--- src/rtl/arb_pkg.sv ---
// Shared types and one-hot helpers for the round-robin arbiter.
package arb_pkg;

    typedef enum logic {
        IDLE  = 1'b0,
        OWNED = 1'b1
    } arb_state_t;

    localparam int ARB_N  = 4;
    localparam int ARB_DW = 8;
    // Helpers work on a fixed wide vector; callers zero-extend their N-bit one-hots.
    localparam int MAXN   = 64;

    function automatic int unsigned onehot_to_idx(input logic [MAXN-1:0] v);
        int unsigned idx;
        idx = 0;
        for (int i = 0; i < MAXN; i++) begin
            if (v[i]) idx = idx | unsigned'(i);
        end
        return idx;
    endfunction

    function automatic logic [MAXN-1:0] width_mask(input int unsigned n);
        logic [MAXN-1:0] m;
        m = '0;
        for (int unsigned i = 0; i < MAXN; i++) begin
            if (i < n) m[i] = 1'b1;
        end
        return m;
    endfunction

    function automatic logic [MAXN-1:0] oh_rotl1(input logic [MAXN-1:0] v, input int unsigned n);
        return ((v << 1) | (v >> (n - 1))) & width_mask(n);
    endfunction

    function automatic logic [MAXN-1:0] oh_rotr1(input logic [MAXN-1:0] v, input int unsigned n);
        return ((v >> 1) | (v << (n - 1))) & width_mask(n);
    endfunction

endpackage

--- src/rtl/rr_pick.sv ---
// Combinational rotating-priority pick: first unmasked request at or after
// the position following the one-hot 'last' pointer, wrapping.
module rr_pick
    import arb_pkg::*;
#(
    parameter int N = ARB_N
) (
    input  logic [N-1:0] req,
    input  logic [N-1:0] last,
    input  logic [N-1:0] mask,
    output logic [N-1:0] pick,
    output logic         any
);

    logic [N-1:0]    cand;
    logic [N-1:0]    rot;
    logic [N-1:0]    low;
    logic [MAXN-1:0] start_oh;
    int unsigned     start_idx;

    assign cand      = req & ~mask;
    assign start_oh  = oh_rotl1(MAXN'(last), N);
    assign start_idx = onehot_to_idx(start_oh);

    // Rotate so the scan start sits at bit 0, isolate lowest set bit, rotate back.
    assign rot  = N'({cand, cand} >> start_idx);
    assign low  = rot & (-rot);
    assign pick = N'(({low, low} << start_idx) >> N);
    assign any  = |cand;

endmodule

--- src/rtl/onehot_rr_arbiter.sv ---
// Round-robin arbiter with registered one-hot grant driving an AND-OR data mux.
// Optional ownership hold timeout enabled by defining ARB_HOLD_TIMEOUT_EN.
module onehot_rr_arbiter
    import arb_pkg::*;
#(
    parameter int N  = ARB_N,
    parameter int DW = ARB_DW
`ifdef ARB_HOLD_TIMEOUT_EN
    , parameter int MAX_HOLD = 16
`endif
) (
    input  logic                 clk,
    input  logic                 rst_n,
    input  logic [N-1:0]         req,
    input  logic [N*DW-1:0]      din,
    output logic [N-1:0]         grant,
    output logic [$clog2(N)-1:0] grant_idx,
    output logic [DW-1:0]        dout,
    output logic                 dout_valid
);

    localparam int IW = $clog2(N);

    arb_state_t    state, state_n;
    logic [N-1:0]  last, last_n, grant_n, pick, mask;
    logic          any, owner_drop, timeout, rearb;
    logic [DW-1:0] mux_sel;

    assign mask       = (state == OWNED) ? grant : '0;
    assign owner_drop = (state == OWNED) && ((req & grant) == '0);
    assign rearb      = (state == IDLE) || owner_drop || timeout;

    rr_pick #(.N(N)) u_pick (
        .req  (req),
        .last (last),
        .mask (mask),
        .pick (pick),
        .any  (any)
    );

`ifdef ARB_HOLD_TIMEOUT_EN
    localparam int HW = (MAX_HOLD > 2) ? $clog2(MAX_HOLD) : 1;
    logic [HW-1:0] hold_cnt;
    logic          others;

    assign others  = |(req & ~grant);
    assign timeout = (state == OWNED) && (hold_cnt == HW'(MAX_HOLD - 1)) && others;

    // Saturates at MAX_HOLD-1 while nobody else is waiting.
    always_ff @(posedge clk) begin
        if (!rst_n) begin
            hold_cnt <= '0;
        end else if (rearb) begin
            hold_cnt <= '0;
        end else if (hold_cnt != HW'(MAX_HOLD - 1)) begin
            hold_cnt <= hold_cnt + HW'(1);
        end
    end
`else
    assign timeout = 1'b0;
`endif

    always_ff @(posedge clk) begin
        if (!rst_n) state <= IDLE;
        else        state <= state_n;
    end

    always_comb begin
        state_n = state;
        case (state)
            IDLE:    if (any) state_n = OWNED;
            OWNED:   if (rearb && !any) state_n = IDLE;
            default: state_n = IDLE;
        endcase
    end

    always_comb begin
        grant_n = grant;
        last_n  = last;
        if (rearb) begin
            grant_n = any ? pick : '0;
            if (any) last_n = pick;
        end
    end

    always_ff @(posedge clk) begin
        if (!rst_n) begin
            grant     <= '0;
            grant_idx <= '0;
            last      <= {1'b1, {(N-1){1'b0}}};
        end else begin
            grant     <= grant_n;
            grant_idx <= IW'(onehot_to_idx(MAXN'(grant_n)));
            last      <= last_n;
        end
    end

    // ---- output stage: parallel AND-OR mux on the registered one-hot grant ----
    always_comb begin
        mux_sel = '0;
        for (int i = 0; i < N; i++) begin
            mux_sel = mux_sel | (din[i*DW +: DW] & {DW{grant[i]}});
        end
    end

    always_ff @(posedge clk) begin
        if (!rst_n) begin
            dout       <= '0;
            dout_valid <= 1'b0;
        end else begin
            dout_valid <= |grant;
            if (|grant) dout <= mux_sel;
        end
    end

endmodule

--- config.mk ---
export PLATFORM = sky130hd
export DESIGN_NAME = onehot_rr_arbiter
export DESIGN_NICKNAME = d
export VERILOG_FILES = /design/src/rtl/arb_pkg.sv /design/src/rtl/rr_pick.sv /design/src/rtl/onehot_rr_arbiter.sv
export SDC_FILE = /design/constraint.sdc
export NUM_CORES = 1
export LEC_CHECK = 0
export CELL_PAD_IN_SITES_DETAIL_PLACEMENT = 0
export CELL_PAD_IN_SITES_GLOBAL_PLACEMENT = 1
export CORE_UTILIZATION = 29
export CTS_BUF_LIST = sky130_fd_sc_hd__clkbuf_2 sky130_fd_sc_hd__clkbuf_4 sky130_fd_sc_hd__clkbuf_8
export DETAILED_ROUTE_END_ITERATION = 10
export HOLD_SLACK_MARGIN = 0.06
export PLACE_DENSITY = 0.81
export SLEW_MARGIN = 20
export SYNTH_ARGS = -nofsm -noshare
export SYNTH_HDL_FRONTEND = slang
export SYNTH_SLANG_ARGS = --single-unit
--- constraint.sdc ---
create_clock -name clk -period 1.63 [get_ports clk]
set_clock_uncertainty 0.15 [all_clocks]
set_input_delay 0.4075 -clock clk [delete_from_list [all_inputs] [get_ports clk]]
set_output_delay 0.4075 -clock clk [all_outputs]
set_load 0.005 [all_outputs]
==> parameters.txt, run 1 <==
Parameter                              Value

Timing
  Total count of max-transition violations in the final report    0
  Post-layout worst setup margin    0.0622 ns
  Slew at the pin closest to its max-slew limit    0.294 ns
  Setup repair after global routing missed its margin    yes
  Achievable Freq    0.638 GHz
  Total negative slack    0 ns
  Hold violation total from the final report    0
  Setup Viol. Count Final    0
  Final critical delay including setup and external delays    1.57 ns
  Slew headroom    80.3%
  Tcrit/Tclk final    a little over nine tenths

Power and ir drop
  Comb pwr share    37.4%
  Power, Total    1.44 mW
  Leakage    about 0.84 nW
  Sw power    around 430 µW
  VDD IR-drop max    ~0.63 mV
  Sequential share of power    39.3%
  Switching fraction of total power    29.5%
  Power density over the cells    approximately 750 nW/µm²
  Clock share of power    23.3%
  Design internal power    between 1 and 1.5 mW

Hold path
  Worst hold stages    2
  Hold Crit Class    reg -> reg
  Startpoint of the tightest hold check path    dout[0]$_SDFFE_PN0P_
  End of the worst hold path    dout[0]$_SDFFE_PN0P_

Layout
  Final net count    232
  Fraction of final layout cells sized beyond drive strength 1    28.0%
  Antenna diode count    0
  Area growth syn-to-layout    79.1%
  Utilization after layout    56.2%

Setup path
  FF-to-FF Start    grant[3]$_SDFF_PN0_
  Element type at the critical path end    flip-flop
  WP data required    1.61 ns
  Arrival time at the worst endpoint    1.54 ns
  Startpoint types    flip-flop
  Setup slack of the most critical reg-to-reg path    approximately 0.062 ns
  Maximum net fanout on the critical path    6
  Worst r2r path cells    5
  Critical path type    reg -> reg
  R2r endpoint    grant_idx[0]$_SDFF_PN0_

Placed design
  Post-Place Setup Slack    -0.654 ns
  Detailed Place HPWL    2810 µm
  Number of input and output port buffers inserted    52
  Weighted congestion reported at the end of routability-driven placement    0.805

Detailed routing
  Number of iterations in the first detailed-routing pass    4
  Initial detailed-routing violation count    44
  Final WL    3660 µm
  # DRC    0
  Per-cell via count in the routed design    5.23
  Wire length per cell    approximately 15 µm
  Vias post-DR    roughly 1300
  Final ANT Viol Nets    0

Synthesis
  Sequential cell area fraction in the yosys report    a little over a third
  Post-synthesis instance area    1080 µm²
  Number of warnings reported in the yosys synthesis log    0
  Count of state elements after synthesis    19
  Async S/R FF share, synth    0%
  Dominant synthesized flop cell    dfxtp_1
  Number of flops mapped to enable cells by yosys    0
  Mean instance size in the synthesized netlist    ~8.8 µm²
  Top post-synthesis cells by area    dfxtp_1, a221oi_1, a21boi_1
  Distinct cells, synth    31
  Most area-hungry cell type in the Yosys netlist    dfxtp_1
  Proportion of netlist area held by the largest area contributor    35.2%
  Post-synthesis cell count    about 120
  Mapped Nets    161

GRT
  Total GRT Usage    18.1%
  Vias in the first global route    1162
  Global-route wire length before repair    5710 µm
  Maximum number of pins on one net before global-route repair    20
  Antenna violations before repair    0
  Total global routing overflow    0

Clocking
  H-tree lvl count    1
  Clock latency on the worst-skew pair    approximately 0.25 ns
  Clock-pin transition on the worst setup and hold timing paths    0.07 ns
  Hold buffer count at CTS    0
  Clock root buffer    clkbuf_8
  CTS buffer count    3
  TritonCTS clock tree    done
  Total number of clock tree sinks    19
  Longest Clk Path Bufs    2

Flow run
  Count of max-cap constraint violations    0

Floorplan
  Die Area    3970 µm²
  Core Region    3440 µm²
  Effective utilization at floorplan    31.4%
  Top-Level Pins    53
  Row cnt    21
  Die Span Y    approximately 63 µm
  Chip width    63.0 µm

Outcome
  Outcome    complete, no violations
## worst max-delay path by stage
stage | end | cells past startpoint | from
final | grant_idx[0]$_SDFF_PN0_ | 5 | grant[3]$_SDFF_PN0_
after detailed placement | grant_idx[0]$_SDFF_PN0_ | 6 | req[2]
after global placement | grant_idx[0]$_SDFF_PN0_ | 6 | req[2]
after floorplan | grant_idx[0]$_SDFF_PN0_ | 5 | req[2]
after global routing | grant_idx[0]$_SDFF_PN0_ | 6 | last[1]$_SDFFE_PN0P_
after CTS | grant_idx[0]$_SDFF_PN0_ | 7 | req[2]
## per-layer routing
| layer | routed length (µm) | up-vias | track usage, % |
|---|---|---|---|
| met5 | 0 | - | 0 |
| li1 | - | 612 | - |
| met4 | 27 | 0 | 3.49 |
| met1 | 1590 | 613 | 23.5 |
| met2 | 1960 | 21 | 31.5 |
| met3 | 86 | 5 | 2.37 |
## sequential cells by signal (all words and copies together), names as in the netlist
name        cells
grant           4
dout_valid      1
grant_idx       2
dout            8
state           1
last            3
## cells in the final DEF, fill, tap and decap left out, types with 5 or more instances in the layout
cell,count
clkdlybuf4s50_1,33
buf_4,20
nand2_1,18
dfxtp_1,13
dlygate4sd2_1,13
a21boi_1,12
a221oi_1,9
a22o_1,8
dfxtp_4,5
## cell type report
class | count | area [µm²]
fill | 313 | 1510
multi-input combinational | 94 | 757
timing repair buffer | 73 | 659
sequential | 19 | 400
tap | 46 | 57.6
clock buffer | 4 | 48.8
inverter | 3 | 11.3
## synth_stat cells, types with 3 or more instances
cell,n
o22ai_1,4
dfxtp_1,19
nand2_1,21
o221ai_1,3
a221oi_1,10
a22o_1,8
nor2_1,4
inv_1,3
a21boi_1,11
nand3_1,3
and2_1,3
nand2b_1,4
a21o_1,3
a31oi_1,3
## per-stage QoR
stage | instance area (µm²) | instances | hold WS [ns]
after detailed placement | 1770 | 233 | 0.297
after CTS | 1890 | 238 | 0.304
after floorplan | 1080 | 123 | 0.301
after global placement | 1770 | 233 | 0.291
final | 1930 | 239 | 0.301
after global routing | 1930 | 239 | 0.324
## cells by family (layout without fill, tap and decap cells)
group           after synthesis  after routing  share of synthesized area (%)
simple gates                 41             41                           19.9
compound gates               53             53                           40.8
buf+inv                      10             80                           4.06
flops                        19             19                           35.2
## power by group through the flow
| stage | Clock [mW] | Sequential [mW] | Combinational, mW |
|---|---|---|---|
| floorplan | 0 | 0.566 | 0.225 |
| CTS | 0.346 | 0.564 | 0.515 |
| detailed placement | 0 | 0.574 | 0.510 |
| global route | 0.367 | 0.577 | 0.583 |
| finish | 0.336 | 0.567 | 0.541 |
| global placement | 0 | 0.574 | 0.504 |
## critical path, stage by stage, from the launching register on
cell and delay, ns:
dfxtp_4 0.39, nand2b_1 0.17, and4_4 0.26, o22ai_4 0.09
a32oi_4 0.25, o221ai_2 0.13
## what timing repair did
action / in CTS / in global routing
setup endpoints to repair: 23 / 10
buffers inserted: 1 / 2
pin swaps: 4 / 8
gates resized for setup: 43 / 20
Power figures use the tool's default switching activity.
==> run 2, diff against run 1 <==
--- a/config.mk
+++ b/config.mk
@@ -7,11 +7,11 @@
 export LEC_CHECK = 0
 export CELL_PAD_IN_SITES_DETAIL_PLACEMENT = 0
 export CELL_PAD_IN_SITES_GLOBAL_PLACEMENT = 1
-export CORE_UTILIZATION = 29
+export CORE_UTILIZATION = 26
 export CTS_BUF_LIST = sky130_fd_sc_hd__clkbuf_2 sky130_fd_sc_hd__clkbuf_4 sky130_fd_sc_hd__clkbuf_8
 export DETAILED_ROUTE_END_ITERATION = 10
 export HOLD_SLACK_MARGIN = 0.06
-export PLACE_DENSITY = 0.81
+export PLACE_DENSITY = 0.77
 export SLEW_MARGIN = 20
 export SYNTH_ARGS = -nofsm -noshare
 export SYNTH_HDL_FRONTEND = slang
==> constraint.sdc (replaced) <==
create_clock -name clk -period 1.4 [get_ports clk]
set_clock_uncertainty 0.15 [all_clocks]
set_input_delay 0.35 -clock clk [delete_from_list [all_inputs] [get_ports clk]]
set_output_delay 0.35 -clock clk [all_outputs]
set_load 0.005 [all_outputs]
==> run 2 against run 1 <==
Effect of this change: the run now ends with negative setup slack left; final area increased by 8.9%; combinational power grew 39%; critical path depth rose by 1; sequential share of layout area fell by 1.6 points; global-route usage decreased by 0.22 points; clock power rose by 18%; flip-flop and latch count did not move; first-iteration DRC count shrank 23%; cell count rose by 5.0%; maximum frequency is 3.3% lower; register-to-register slack worse by 0.28 ns; via count grew 2.2%; largest cell class unchanged.
==> parameters.txt, run 2 (same netlist as run 1, synthesis figures left out) <==
Parameter                              Value

Floorplan
  Die Area    4410 µm² (+11%)
  Row cnt    23 (+9.5%)
  Top-Level Pins    53 (unchanged)
  Effective utilization at floorplan    27.0% (-4.4 points)
  Core Region    4000 µm² (+16%)
  Chip width    66.4 µm (+5.4%)
  Die Span Y    66.4 µm (+5.4%)

Layout
  Final net count    240 (+3.4%)
  Largest registers    dout: 8 flops, grant: 4 flops, last: 3 flops
  Register with the highest flop count    dout
  Fill cell instance count of the final layout    358 (+14%)
  Cell area after layout    2110 µm² (+8.9%)
  Most common cell after layout, fill and taps aside    clkdlybuf4s50_1
  Antenna diode count    0 (unchanged)
  Max FFs per register    8 (unchanged)
  Utilization after layout    52.6% (-3.6 points)
  Area growth syn-to-layout    95.0%
  Highest-count cells in the layout ignoring fill and taps    clkdlybuf4s50_1, buf_4, nand2_1
  Fraction of final layout cells sized beyond drive strength 1    36.3% (+8.3 points)

Timing
  Slew headroom    78.8% (-1.5 points)
  Hold slack final    0.301 ns (-0.000193 ns)
  Total negative slack    -1.47 ns (-1.47 ns)
  Final critical delay including setup and external delays    1.62 ns (+0.0538 ns)
  Setup repair after global routing missed its margin    yes
  Post-layout worst setup margin    -0.222 ns (-0.284 ns)
  Hold violation total from the final report    0 (unchanged)
  Achievable Freq    0.617 GHz (-3.3%)
  Setup Viol. Count Final    12 (+12)
  Total count of max-transition violations in the final report    0 (unchanged)
  Tcrit/Tclk final    116% (+20 points)
  Slew at the pin closest to its max-slew limit    0.317 ns (+0.0235 ns)

Setup path
  Critical path type    reg -> reg
  Slowest cell on the critical path    dfxtp_4
  Longest individual stage delay on the worst path    0.36 ns (-0.03 ns)
  Cell-by-cell trace of the critical path    nand2b_1, and4_4, o22ai_4, buf_6, o22ai_2, and2_1
  Startpoint types    flip-flop
  Buffers and inverters on the worst path    1 (+1)
  FF-to-FF Start    grant[0]$_SDFFE_PN0N_
  Element type at the critical path end    flip-flop
  Maximum net fanout on the critical path    4 (-2)
  Arrival time at the worst endpoint    1.61 ns (+0.07 ns)
  Worst Setup SP    grant[0]$_SDFFE_PN0N_
  Kind of cell with the highest combined delay on the critical path    simple AND/OR/NAND/NOR gates
  WP data required    1.39 ns (-0.22 ns)

Outcome
  Outcome    finished, violations left
  Violations in the final reports    negative setup slack

GRT
  Maximum number of pins on one net before global-route repair    13 (-35%)
  Total GRT Usage    17.8% (-0.22 points)
  Antenna violations before repair    0 (unchanged)
  Global-route wire length before repair    5930 µm (+3.9%)
  Vias in the first global route    1237 (+6.5%)
  Total global routing overflow    0 (unchanged)

Flow run
  Count of max-cap constraint violations    0 (unchanged)

Detailed routing
  Final ANT Viol Nets    0 (unchanged)
  Per-cell via count in the routed design    5.10 (-2.6%)
  Final WL    3940 µm (+7.6%)
  Initial detailed-routing violation count    34 (-23%)
  Number of iterations in the first detailed-routing pass    4 (unchanged)
  Vias post-DR    1279 (+2.2%)
  Wire length per cell    15.7 µm (+2.5%)
  # DRC    0 (unchanged)

Hold path
  Hold Crit Class    reg -> reg
  Startpoint of the tightest hold check path    dout[4]$_SDFFE_PN0P_

Power and ir drop
  VDD IR-drop max    0.461 mV (-27%)
  Leakage    0.888 nW (+5.2%)
  Power density over the cells    857 nW/µm² (+15%)

Clocking
  CTS buffer count    3 (unchanged)
  TritonCTS clock tree    done
  Longest Clk Path Bufs    2 (unchanged)
  H-tree lvl count    1 (unchanged)
  Total number of clock tree sinks    19 (unchanged)
  Clock root buffer    clkbuf_8
  Clock latency on the worst-skew pair    0.26 ns (about the same)
  Clock-pin transition on the worst setup and hold timing paths    0.07 ns (about the same)

Placed design
  Number of input and output port buffers inserted    52 (unchanged)
  Cell area after placement    1850 µm² (+4.5%)
  Post-Place Setup Slack    -0.787 ns (-0.132 ns)
  Detailed Place HPWL    2910 µm (+3.5%)
  Weighted congestion reported at the end of routability-driven placement    0.842 (+4.6%)
## run 2: changes by cell type in the layout (fill, tap and decap cells not counted), moves of 3 or more
| cell | before | now |
|---|---|---|
| a21boi_1 | 12 | 9 |
| buf_6 | 0 | 7 |
| nand2_4 | 0 | 3 |
| clkdlybuf4s15_1 | 0 | 4 |
## run 2: through the flow
step,cells,total power [mW]
after detailed placement,239,1.31
after floorplan,123,0.941
after global placement,239,1.30
after global routing,251,1.91
final,251,1.80
after CTS,248,1.76
## run 2: power by group
| group | internal [mW] | switching [mW] |
|---|---|---|
| registers | 0.605 | 0.0527 |
| logic | 0.429 | 0.321 |
| clock network | 0.222 | 0.174 |
| total | 1.26 | 0.548 |
## run 2: worst paths after layout
path | cells after the start | to | slack [ns]
max | 6 | last[1]$_SDFFE_PN0P_ | -0.22
min | 2 | dout[4]$_SDFFE_PN0P_ | 0.30
max reg2reg | 6 | last[1]$_SDFFE_PN0P_ | -0.22
min reg2reg | 2 | dout[4]$_SDFFE_PN0P_ | 0.30
## run 2: worst min-delay path, cell delays in order (launching register included)
cell and delay (ns):
dfxtp_1 0.31, nand2_1 0.05, a21boi_1 0.05
## run 2: final cells by class
type	count	area [µm²]	share of cell area (%)
tap	50	62.6	2.97
multi-input combinational	94	826	39.2
timing repair buffer	81	754	35.8
inverter	3	11.3	0.535
sequential	19	403	19.1
clock buffer	4	48.8	2.32
## run 2: what timing repair did
item | 4_1_cts | 5_1_grt
endpoints found under the setup margin | 33 | 21
gates resized for setup | 58 | 14
pin swaps | 14 | 17
hold buffers | 0 | 0
hold endpoints to repair | 0 | 0
buffers inserted | 6 | 5
## run 2: per-layer routing
layer / GRT usage, % / up-vias / routed length, µm
met4: 3.99 / 0 / 36
met2: 29.3 / 21 / 2040
met3: 4.31 / 4 / 143
met1: 23.3 / 626 / 1730
met5: 0 / - / 0
li1: - / 628 / -
==> run 3, diff against run 2 <==
--- a/config.mk
+++ b/config.mk
@@ -5,6 +5,8 @@
 export SDC_FILE = /design/constraint.sdc
 export NUM_CORES = 1
 export LEC_CHECK = 0
+export ABC_CLOCK_PERIOD_IN_PS = 1400
+export CAP_MARGIN = 0
 export CELL_PAD_IN_SITES_DETAIL_PLACEMENT = 0
 export CELL_PAD_IN_SITES_GLOBAL_PLACEMENT = 1
 export CORE_UTILIZATION = 26
==> results of run 3 <==
No change in the layout: final DEF, timing and power equal those of run 2.
